$ cat config.mk
export PLATFORM = sky130hd
export DESIGN_NAME = mat4x4_transform_ctrl
export DESIGN_NICKNAME = d
export VERILOG_FILES = /design/src/rtl/mat4x4_pkg.sv /design/src/rtl/data_4x4_transform.sv /design/src/rtl/mat4x4_transform_ctrl.sv
export SDC_FILE = /design/constraint.sdc
export NUM_CORES = 1
export LEC_CHECK = 0
export ABC_CLOCK_PERIOD_IN_PS = 3250
export CAP_MARGIN = 0
export CORE_MARGIN = 3
export CORE_UTILIZATION = 38
export DETAILED_ROUTE_END_ITERATION = 8
export MAX_ROUTING_LAYER = met4
export RECOVER_POWER = 50
export SLEW_MARGIN = 40
export SYNTH_ARGS = -nofsm -noshare
export SYNTH_HDL_FRONTEND = slang
export SYNTH_SLANG_ARGS = --single-unit
$ cat constraint.sdc
create_clock -name clk -period 3.25 [get_ports clk]
set_clock_uncertainty 0.2 [all_clocks]
set_input_delay 0.65 -clock clk [delete_from_list [all_inputs] [get_ports clk]]
set_output_delay 0.65 -clock clk [all_outputs]
set_load 0.02 [all_outputs]
$ cat src/rtl/mat4x4_pkg.sv
// Shared definitions for the 4x4 matrix transform controller: FSM states,
// matrix geometry and a row-offset helper for 4W-bit rows.
package mat4x4_pkg;

    localparam int ROWS = 4;

    typedef enum logic [1:0] {
        FILL  = 2'd0,
        WAIT  = 2'd1,
        DRAIN = 2'd2
    } state_t;

    // Bit offset of row 'row' inside a packed matrix whose elements are w bits wide.
    function automatic int row_lsb(input int row, input int w);
        return row * ROWS * w;
    endfunction

endpackage

$ cat src/rtl/data_4x4_transform.sv
// Transpose datapath: output element (r,c) = input element (c,r), delivered
// through a LAT-deep register pipeline.
module data_4x4_transform
    import mat4x4_pkg::*;
#(
    parameter int W   = 8,
    parameter int LAT = 1
) (
    input  logic                     clk,
    input  logic                     rstn,
    input  logic [ROWS*ROWS*W-1:0]   data,
    output logic [ROWS*ROWS*W-1:0]   data_out
);

    localparam int MW = ROWS * ROWS * W;

    logic [MW-1:0] xposed;
    logic [MW-1:0] pipe [LAT];

    always_comb begin
        xposed = '0;
        for (int r = 0; r < ROWS; r++) begin
            for (int c = 0; c < ROWS; c++) begin
                xposed[(r*ROWS + c)*W +: W] = data[(c*ROWS + r)*W +: W];
            end
        end
    end

    always_ff @(posedge clk or negedge rstn) begin
        if (!rstn) begin
            for (int i = 0; i < LAT; i++) begin
                pipe[i] <= '0;
            end
        end else begin
            pipe[0] <= xposed;
            for (int i = 1; i < LAT; i++) begin
                pipe[i] <= pipe[i-1];
            end
        end
    end

    assign data_out = pipe[LAT-1];

endmodule

$ cat src/rtl/mat4x4_transform_ctrl.sv
// Collects four rows into a 4x4 matrix, runs the transform for its fixed
// latency, then drains the result row by row under valid/ready flow control.
module mat4x4_transform_ctrl
    import mat4x4_pkg::*;
#(
    parameter int W      = 8,
    parameter int XF_LAT = 1,
    parameter int CNT_W  = 16
) (
    input  logic              clk,
    input  logic              rstn,
    input  logic              in_valid,
    output logic              in_ready,
    input  logic [4*W-1:0]    in_row,
    output logic              out_valid,
    input  logic              out_ready,
    output logic [4*W-1:0]    out_row,
    output logic              out_last,
    output logic              busy,
    output logic [CNT_W-1:0]  frame_cnt
);

    localparam int RW = ROWS * W;
    localparam int MW = ROWS * RW;

    state_t        state;
    logic [1:0]    row_idx;
    logic [3:0]    lat_cnt;
    logic [MW-1:0] matrix;
    logic [MW-1:0] obuf;
    logic [MW-1:0] xf_out;

    data_4x4_transform #(
        .W   (W),
        .LAT (XF_LAT)
    ) u_xf (
        .clk      (clk),
        .rstn     (rstn),
        .data     (matrix),
        .data_out (xf_out)
    );

    // in_ready is only high in FILL, so in_valid alone qualifies an accept there.
    always_ff @(posedge clk or negedge rstn) begin
        if (!rstn) begin
            state     <= FILL;
            row_idx   <= 2'd0;
            lat_cnt   <= 4'd0;
            matrix    <= '0;
            obuf      <= '0;
            in_ready  <= 1'b1;
            out_valid <= 1'b0;
            out_last  <= 1'b0;
            out_row   <= '0;
            busy      <= 1'b0;
            frame_cnt <= '0;
        end else begin
            case (state)
                FILL: begin
                    if (in_valid) begin
                        matrix[row_lsb(int'(row_idx), W) +: RW] <= in_row;
                        busy <= 1'b1;
                        if (row_idx == 2'd3) begin
                            row_idx  <= 2'd0;
                            lat_cnt  <= 4'(XF_LAT);
                            in_ready <= 1'b0;
                            state    <= WAIT;
                        end else begin
                            row_idx <= row_idx + 2'd1;
                        end
                    end
                end
                WAIT: begin
                    if (lat_cnt == 4'd0) begin
                        obuf      <= xf_out;
                        out_row   <= xf_out[RW-1:0];
                        out_last  <= 1'b0;
                        out_valid <= 1'b1;
                        state     <= DRAIN;
                    end else begin
                        lat_cnt <= lat_cnt - 4'd1;
                    end
                end
                DRAIN: begin
                    if (out_ready) begin
                        if (row_idx == 2'd3) begin
                            row_idx   <= 2'd0;
                            out_valid <= 1'b0;
                            out_last  <= 1'b0;
                            out_row   <= '0;
                            in_ready  <= 1'b1;
                            busy      <= 1'b0;
                            frame_cnt <= frame_cnt + 1'b1;
                            state     <= FILL;
                        end else begin
                            row_idx  <= row_idx + 2'd1;
                            out_row  <= obuf[row_lsb(int'(row_idx) + 1, W) +: RW];
                            out_last <= (row_idx == 2'd2);
                        end
                    end
                end
                default: state <= FILL;
            endcase
        end
    end

endmodule

==> reports/qor.csv, run 1 <==
metric,value,unit
vias_per_cell,4.994,
min_period,2740,ps
tns,0,ps
dieWidth,204.5,um
crit_required,3520,ps
yosysTopAreaCellShare,68.66,%
synth_common_cells,"411 x dfrtp_1, 163 x nand2_1, 122 x mux2_2, 69 x o21ai_0, 61 x a22o_1",
dp_hpwl,21830,um
syn_area,14980,um^2
vias,8799,
synth_edf_count,0,
async_flop_share,100.0,%
antenna_left,0,
setup_viol,0,
critPathKind,reg -> reg,
synth_seq_cells,412,
final_core_util,46.58,%
cp.arrival,3010,ps
syn-num-nets,1157,
grt_pass1_wl,52770,um
syn_inst,1112,
hold_slack,169.1,ps
clkSinkCount,412,
drc_errors,0,
syn_to_final_growth,20.73,%
cts_tree,built,
drv_slew,0,
end_kind,register,
synth_top_area_cell,dfrtp_1,
htree_levels,2,
ys.flop_type,dfrtp_1,
initial_utilization,38.58,%
worst_pin_slew,1393,ps
synth.most_common_cell,dfrtp_1,
io_pins,88,
num_rows,72,
p_per_area,939.4,nW/um^2
yosysSeqAreaShare,68.84,%
min_path_type,reg -> reg,
status,finished clean,
gp_congestion,0.7863,
fmax,365.0,MHz
die_area,41840,um^2
portBuffers,87,
yosys-top-cells-area,"dfrtp_1 69%, mux2_2 9.2%, nand2_1 4.1%",
die_height,204.5,um
ir_drop,0.4421,mV
layout-drive-gt1-share,19.53,%
clockBufferDepth,3,
antenna-diode-count,0,
p_leak,8.475,nW
cts_root_buffer,clkbuf_16,
first_pass_iters,5,
first_global_vias,8973,
globalRouteOverflowTotal,0,
routed_wl,32920,um
wl_per_cell,18.68,um
instances_no_fill,1762,
slew_headroom,7.167,%
rrSetupSlack,510,ps
coreArea,38830,um^2
start_kind,register,
nets,1255,
synth.avg_cell_area,13.47,um^2
grt_max_degree,85,
cp_max_fo,29,
place_ws,535.7,ps
finalCritPeriodShare,84.30,%
clk_pin_slew,60,ps
post_synth_num_cell_types,39,
clk-insertion-delay-late,540,ps
grt_setup_unrepaired,false,
placed_cells,1680,
cts-buffers-inserted,44,
hold_viol,0,
antenna_found_initial,0,
track_usage,16.63,%
ys_warn_count,0,
setup_slack,510.4,ps
max_cap_viol_count,0,
drtIter0Drc,463,
layer usage:
layer / routed length [um] / vias up / GRT usage, %
met1: 16200 / 4516 / 24.12
met5: 0 / - / -
met3: 1220 / 48 / 2.511
met2: 14890 / 156 / 24.84
li1: - / 4079 / -
met4: 614 / 0 / 4.129
area by class of cell:
class	instances	area, um^2
fill	3483	20740
multi-input combinational	628	4388
inverter	4	15.01
tap	518	648.1
clock buffer	64	1318
clock inverter	16	270.3
sequential	412	10310
timing repair buffer	120	1135
what timing repair did:
action,in CTS,in global routing
hold buffers,1,0
hold endpoints to repair,73,0
gates resized for setup,0,0
buffers inserted,0,0
placed cells by master, fill, tap and decap left out, types with 32 or more instances in the layout:
master           count
mux2_2             122
clkdlybuf4s50_1     86
nand2_1            161
a21oi_1             34
nor2_1              40
dfrtp_1            411
clkbuf_16           45
o21ai_0             69
a22o_1              61
a22oi_1             32
registers in the layout, indices dropped and copies added, names as in the netlist, 2 cells and up:
name           cells
matrix           128
u_xf.data_out    128
obuf              96
out_row           32
frame_cnt         16
lat_cnt            4
row_idx            2
state              2
final timing paths:
check	startpoint	end	cells after the start
worst min register to register	matrix[58]	u_xf.data_out[106]	0
max in group asynchronous	rstn	matrix[11]	3
worst max register to register	row_idx[0]	matrix[43]	6
worst min-delay path	matrix[58]	u_xf.data_out[106]	0
worst max-delay path	row_idx[0]	matrix[43]	6
min in group asynchronous	rstn	frame_cnt[0]	2
kinds of logic after synthesis:
kind of cell	after synthesis	share of synthesized area, %
multiplexers	131	10.01
AND/OR/NAND/NOR	240	6.641
buffers and inverters	72	2.138
flip-flops	412	68.84
adder cells (fa/ha/maj)	9	0.7518
AO/OA/AOI/OAI	231	10.63
XOR/XNOR	17	0.9940
where the power goes:
part | total, mW | internal (mW) | switching [mW] | leakage (nW)
logic | 4.00 | 1.80 | 2.20 | 2.08
clock network | 5.34 | 3.37 | 1.97 | 0.785
registers | 7.65 | 6.86 | 0.793 | 5.61
total | 17.0 | 12.0 | 4.96 | 8.47
through the flow:
| stage | cell area, um^2 | power (mW) |
|---|---|---|
| global route | 18080 | 17.96 |
| finish | 18080 | 16.99 |
| CTS | 18160 | 17.19 |
| global placement | 16560 | 11.64 |
| floorplan | 14980 | 10.13 |
| detailed placement | 16560 | 11.77 |
worst max-delay path, cell delays in order, from the launching register on:
cell,delay (ps)
dfrtp_1,580
clkinv_1,400
ha_1,550
nand2_1,160
nor3_2,190
buf_4,350
a22o_1,210
Note: power is estimated with default switching activity, not from simulation.
==> run 2: changes to the inputs <==
Settings changed: ABC_CLOCK_PERIOD_IN_PS 3250 to 2660.
Clock period 3.25 ns to 2.66 ns, I/O delays scaled along.
==> run 2 against run 1 <==
  * Via count fell by 0.95%
  * Core utilization fell by 0.45 points
  * First-iteration DRC count is 8.9% lower
  * Highest routed layer unchanged
  * Register-to-register slack worse by 300 ps
==> reports/qor.csv, run 2 (same netlist as run 1, synthesis figures left out) <==
metric,value,unit
postCtsSetupBuffers,0,
p_per_area,1108,nW/um^2
num_rows,72,
io_pins,88,
layout-drive-gt1-share,18.71,%
finalCritPeriodShare,92.25,%
start_kind,register,
power.switching,5.979,mW
cts_tree,built,
grt_pass1_wl,52450,um
clkSinkCount,412,
clockBufferDepth,3,
worstHoldStart,matrix[106],
drtIter0Drc,422,
syn_to_final_growth,19.56,%
end_kind,register,
antenna-diode-count,0,
p_leak,8.370,nW
holdPathStages,0,
rrSetupSlack,210,ps
switching_share,30.13,%
gp_congestion,0.7563,
reg2reg_from,row_idx[1],
globalRouteOverflowTotal,0,
worst_pin_slew,1171,ps
dieWidth,204.5,um
cp.arrival,2660,ps
fmax,407.5,MHz
drc_errors,0,
routed_wl,32900,um
mostFrequentLayoutCells,"411 x dfrtp_1, 161 x nand2_1, 122 x mux2_2",
ir_drop,0.4481,mV
first_pass_iters,4,
die_area,41840,um^2
hold_viol,0,
track_usage,16.47,%
min_period,2454,ps
combPwrFrac,25.3,%
vias,8715,
drv_slew,0,
slew_headroom,21.95,%
p_total,19.84,mW
die_height,204.5,um
first_global_vias,8923,
grt_max_degree,70,
seq_power_share,47.0,%
antenna_found_initial,0,
nets,1257,
cp_max_fo,37,
wl_per_cell,18.71,um
setup_viol,0,
worst-r2r-cell-count,6,
grt_setup_unrepaired,false,
initial_utilization,38.58,%
htree_levels,2,
max_cap_viol_count,0,
status,finished clean,
tns,0,ps
critPathKind,reg -> reg,
r2r-end,frame_cnt[9],
antenna_left,0,
vias_per_cell,4.957,
layout.cells.most_common,dfrtp_1,
fillers,3475,
clk_pin_slew,60,ps
crit_required,2870,ps
portBuffers,87,
worstHoldEndpoint,u_xf.data_out[58],
p_int,13.86,mW
coreArea,38830,um^2
cts_root_buffer,clkbuf_16,
p_clk_share,27.7,%
dp_hpwl,22140,um
min_path_type,reg -> reg,
clk-insertion-delay-late,530,ps
cts-buffers-inserted,41,
run 2: cell types whose count changed in the layout (fill, tap and decap cells not counted), sizes merged:
cell / change
clkinvlp: +2
clkinv: -3
bufinv: -6
buf: +4
clkbuf: -1
run 2: what timing repair did:
action / CTS / global route
endpoints found under the hold margin: 57 / 0
resized for setup: 0 / 0
hold buffers: 1 / 0
run 2: routing by layer:
layer,wire length [um],up-vias,track usage [%]
met3,1366,51,2.415
met2,15350,143,25.14
met1,15590,4449,23.67
li1,-,4072,-
met5,0,-,-
met4,591,0,3.564
run 2: area by class of cell:
type                            count  area [um^2]  share of cell area, %
Tap cell                          518        648.1                  3.619
Timing Repair Buffer              125         1265                  7.063
Sequential cell                   412        10310                  57.57
Clock inverter                      9        82.58                 0.4611
Inverter                            4        15.01                0.08383
Clock buffer                       62         1195                  6.672
Multi-Input combinational cell    628         4393                  24.53
run 2: per-stage QoR:
stage / hold WS, ps / util [%] / std cells / worst slack [ps] / instance area [um^2]
2_1_floorplan: 36.41 / - / 1112 / 103.8 / 14980
3_3_place_gp: 156.8 / 42.99 / 1686 / 221.4 / 16690
3_5_place_dp: 158.3 / 43.00 / 1686 / 217.4 / 16700
4_1_cts: 165.5 / 46.32 / 1758 / 186.1 / 17980
5_1_grt: 173.6 / 46.13 / 1758 / 3.602 / 17910
6_report: 165.7 / 46.13 / 1758 / 206.1 / 17910
run 2: worst max-delay path, cell delays in order, from the launching register on:
cell and delay, ps:
dfrtp_1 440, buf_12 290, ha_1 310, nand4b_1 370
nor3_1 420, nand4_1 160, xnor2_1 140
run 2: power groups by stage:
stage,combinational [mW],sequential (mW),clock (mW)
3_5_place_dp,5.09,9.45,0
3_3_place_gp,5.02,9.37,0
6_report,5.02,9.32,5.50
5_1_grt,5.53,9.58,5.89
4_1_cts,5.12,9.34,5.64
2_1_floorplan,2.88,9.49,0
run 2: worst max-delay path by stage:
stage,cells past startpoint,to,startpoint,slack (ps)
6_report,6,frame_cnt[9],row_idx[1],210
5_1_grt,6,frame_cnt[9],row_idx[1],4
4_1_cts,6,frame_cnt[9],row_idx[1],190
3_5_place_dp,6,frame_cnt[12],row_idx[1],220
3_3_place_gp,5,frame_cnt[9],out_ready,220
2_1_floorplan,9,matrix[119],row_idx[1],100
==> run 3: changes to the inputs <==
Settings changed: CORE_MARGIN 3 to not set, HOLD_SLACK_MARGIN set to 0.12.
==> run 3 against run 2 <==
  * Die area shrank 3.9%
  * Via count grew 1.8%
  * Fmax up 2.6%
  * Largest cell class unchanged
  * Sequential cell count unchanged
  * First-iteration DRC count is 28% higher
  * Register-to-register slack improved by 110 ps
  * Sequential share of layout area is 0.47 points lower
  * Cell count shrank 0.11%
  * Total power is 2.6% higher
  * Routed wire length is 2.5% higher
==> reports/qor.csv, run 3 (same netlist as run 1, synthesis figures left out) <==
metric,value,unit
status,finished clean,
dp_hpwl,21850,um
cts_resized,0,
min_path_type,reg -> reg,
slowest_delay,600,ps
setup_slack,267.8,ps
num_rows,72,
cts_root_buffer,clkbuf_16,
first_global_vias,9223,
final_area,18060,um^2
max_cap_viol_count,0,
clk_pin_slew,60,ps
place_ws,215.3,ps
worstHoldStart,matrix[31],
clkSinkCount,412,
reg2reg_from,row_idx[1],
vias_per_cell,5.051,
die_area,40220,um^2
cp_max_fo,2,
antenna_found_initial,0,
critPathKind,reg -> out,
ir_drop,0.6153,mV
coreArea,38740,um^2
antenna_left,0,
slew_headroom,27.77,%
hold_viol,0,
instances_no_fill,1756,
worst_pin_slew,1084,ps
grt_setup_unrepaired,false,
cts-buffers-inserted,43,
nets,1254,
fmax,418.0,MHz
postCtsSetupBuffers,0,
dieWidth,200.5,um
layout.cells.most_common,dfrtp_1,
layout-drive-gt1-share,18.82,%
drc_errors,0,
critical_path.slowest_cell,clkdlybuf4s50_1,
antenna-diode-count,0,
crit_required,1930,ps
tns,0,ps
r2r-end,matrix[99],
clockBufferDepth,3,
clk-insertion-delay-late,540,ps
portBuffers,87,
first_pass_iters,5,
setup_viol,0,
rrSetupSlack,320,ps
worstHoldEndpoint,u_xf.data_out[103],
io_pins,88,
routed_wl,33710,um
dpl_cell_area,16690,um^2
drtIter0Drc,539,
cp_top_family,buffers and inverters,
finalCritPeriodShare,89.93,%
grt_max_degree,81,
start_kind,register,
end_kind,output pin,
p_leak,8.438,nW
drv_slew,0,
path_cells,clkdlybuf4s50_1,
placed_cells,1681,
globalRouteOverflowTotal,0,
initial_utilization,38.67,%
syn_to_final_growth,20.56,%
die_height,200.5,um
gp_congestion,0.7723,
worst-r2r-cell-count,6,
p_per_area,1127,nW/um^2
hold_slack,168.4,ps
min_period,2392,ps
critPathBufInv,1,
vias,8869,
cts_tree,built,
htree_levels,2,
track_usage,17.94,%
mostFrequentLayoutCells,"411 x dfrtp_1, 161 x nand2_1, 122 x mux2_2",
holdPathStages,0,
grt_pass1_wl,54330,um
cp.arrival,1660,ps
wl_per_cell,19.20,um
holdBufCountCts,1,
==> run 3: layout make-up <==
class	count	area, um^2
Clock inverter	7	136.4
Inverter	4	15.01
Tap cell	518	648.1
Clock buffer	67	1266
Timing Repair Buffer	120	1294
Fill cell	3454	20680
Multi-Input combinational cell	628	4388
Sequential cell	412	10310
==> run 3: layer usage <==
layer	track usage [%]	routed length [um]	up-vias
met5	-	0	-
met4	4.935	680	0
met3	2.484	1226	51
met2	27.17	15700	173
met1	25.36	16110	4574
li1	-	-	4071
==> run 3: worst max-delay path by stage <==
stage | cells past startpoint | to | start
detailed placement | 5 | frame_cnt[12] | out_ready
global route | 6 | matrix[99] | row_idx[1]
CTS | 1 | in_ready | in_ready
global placement | 5 | matrix[88] | in_valid
floorplan | 9 | matrix[119] | row_idx[1]
finish | 1 | in_ready | in_ready
==> run 3: power breakdown <==
group | internal, mW | leakage [nW] | switching, mW | total [mW]
Clock | 3.56 | 0.683 | 2.33 | 5.89
Sequential | 8.38 | 5.61 | 0.950 | 9.33
Combinational | 2.32 | 2.14 | 2.80 | 5.12
==> run 3: through the flow <==
| step | utilization [%] | total power [mW] |
|---|---|---|
| 3_5_place_dp | 43.09 | 14.64 |
| 2_1_floorplan | - | 12.37 |
| 4_1_cts | 46.73 | 20.62 |
| 6_report | 46.62 | 20.35 |
| 5_1_grt | 46.62 | 21.56 |
| 3_3_place_gp | 43.09 | 14.47 |
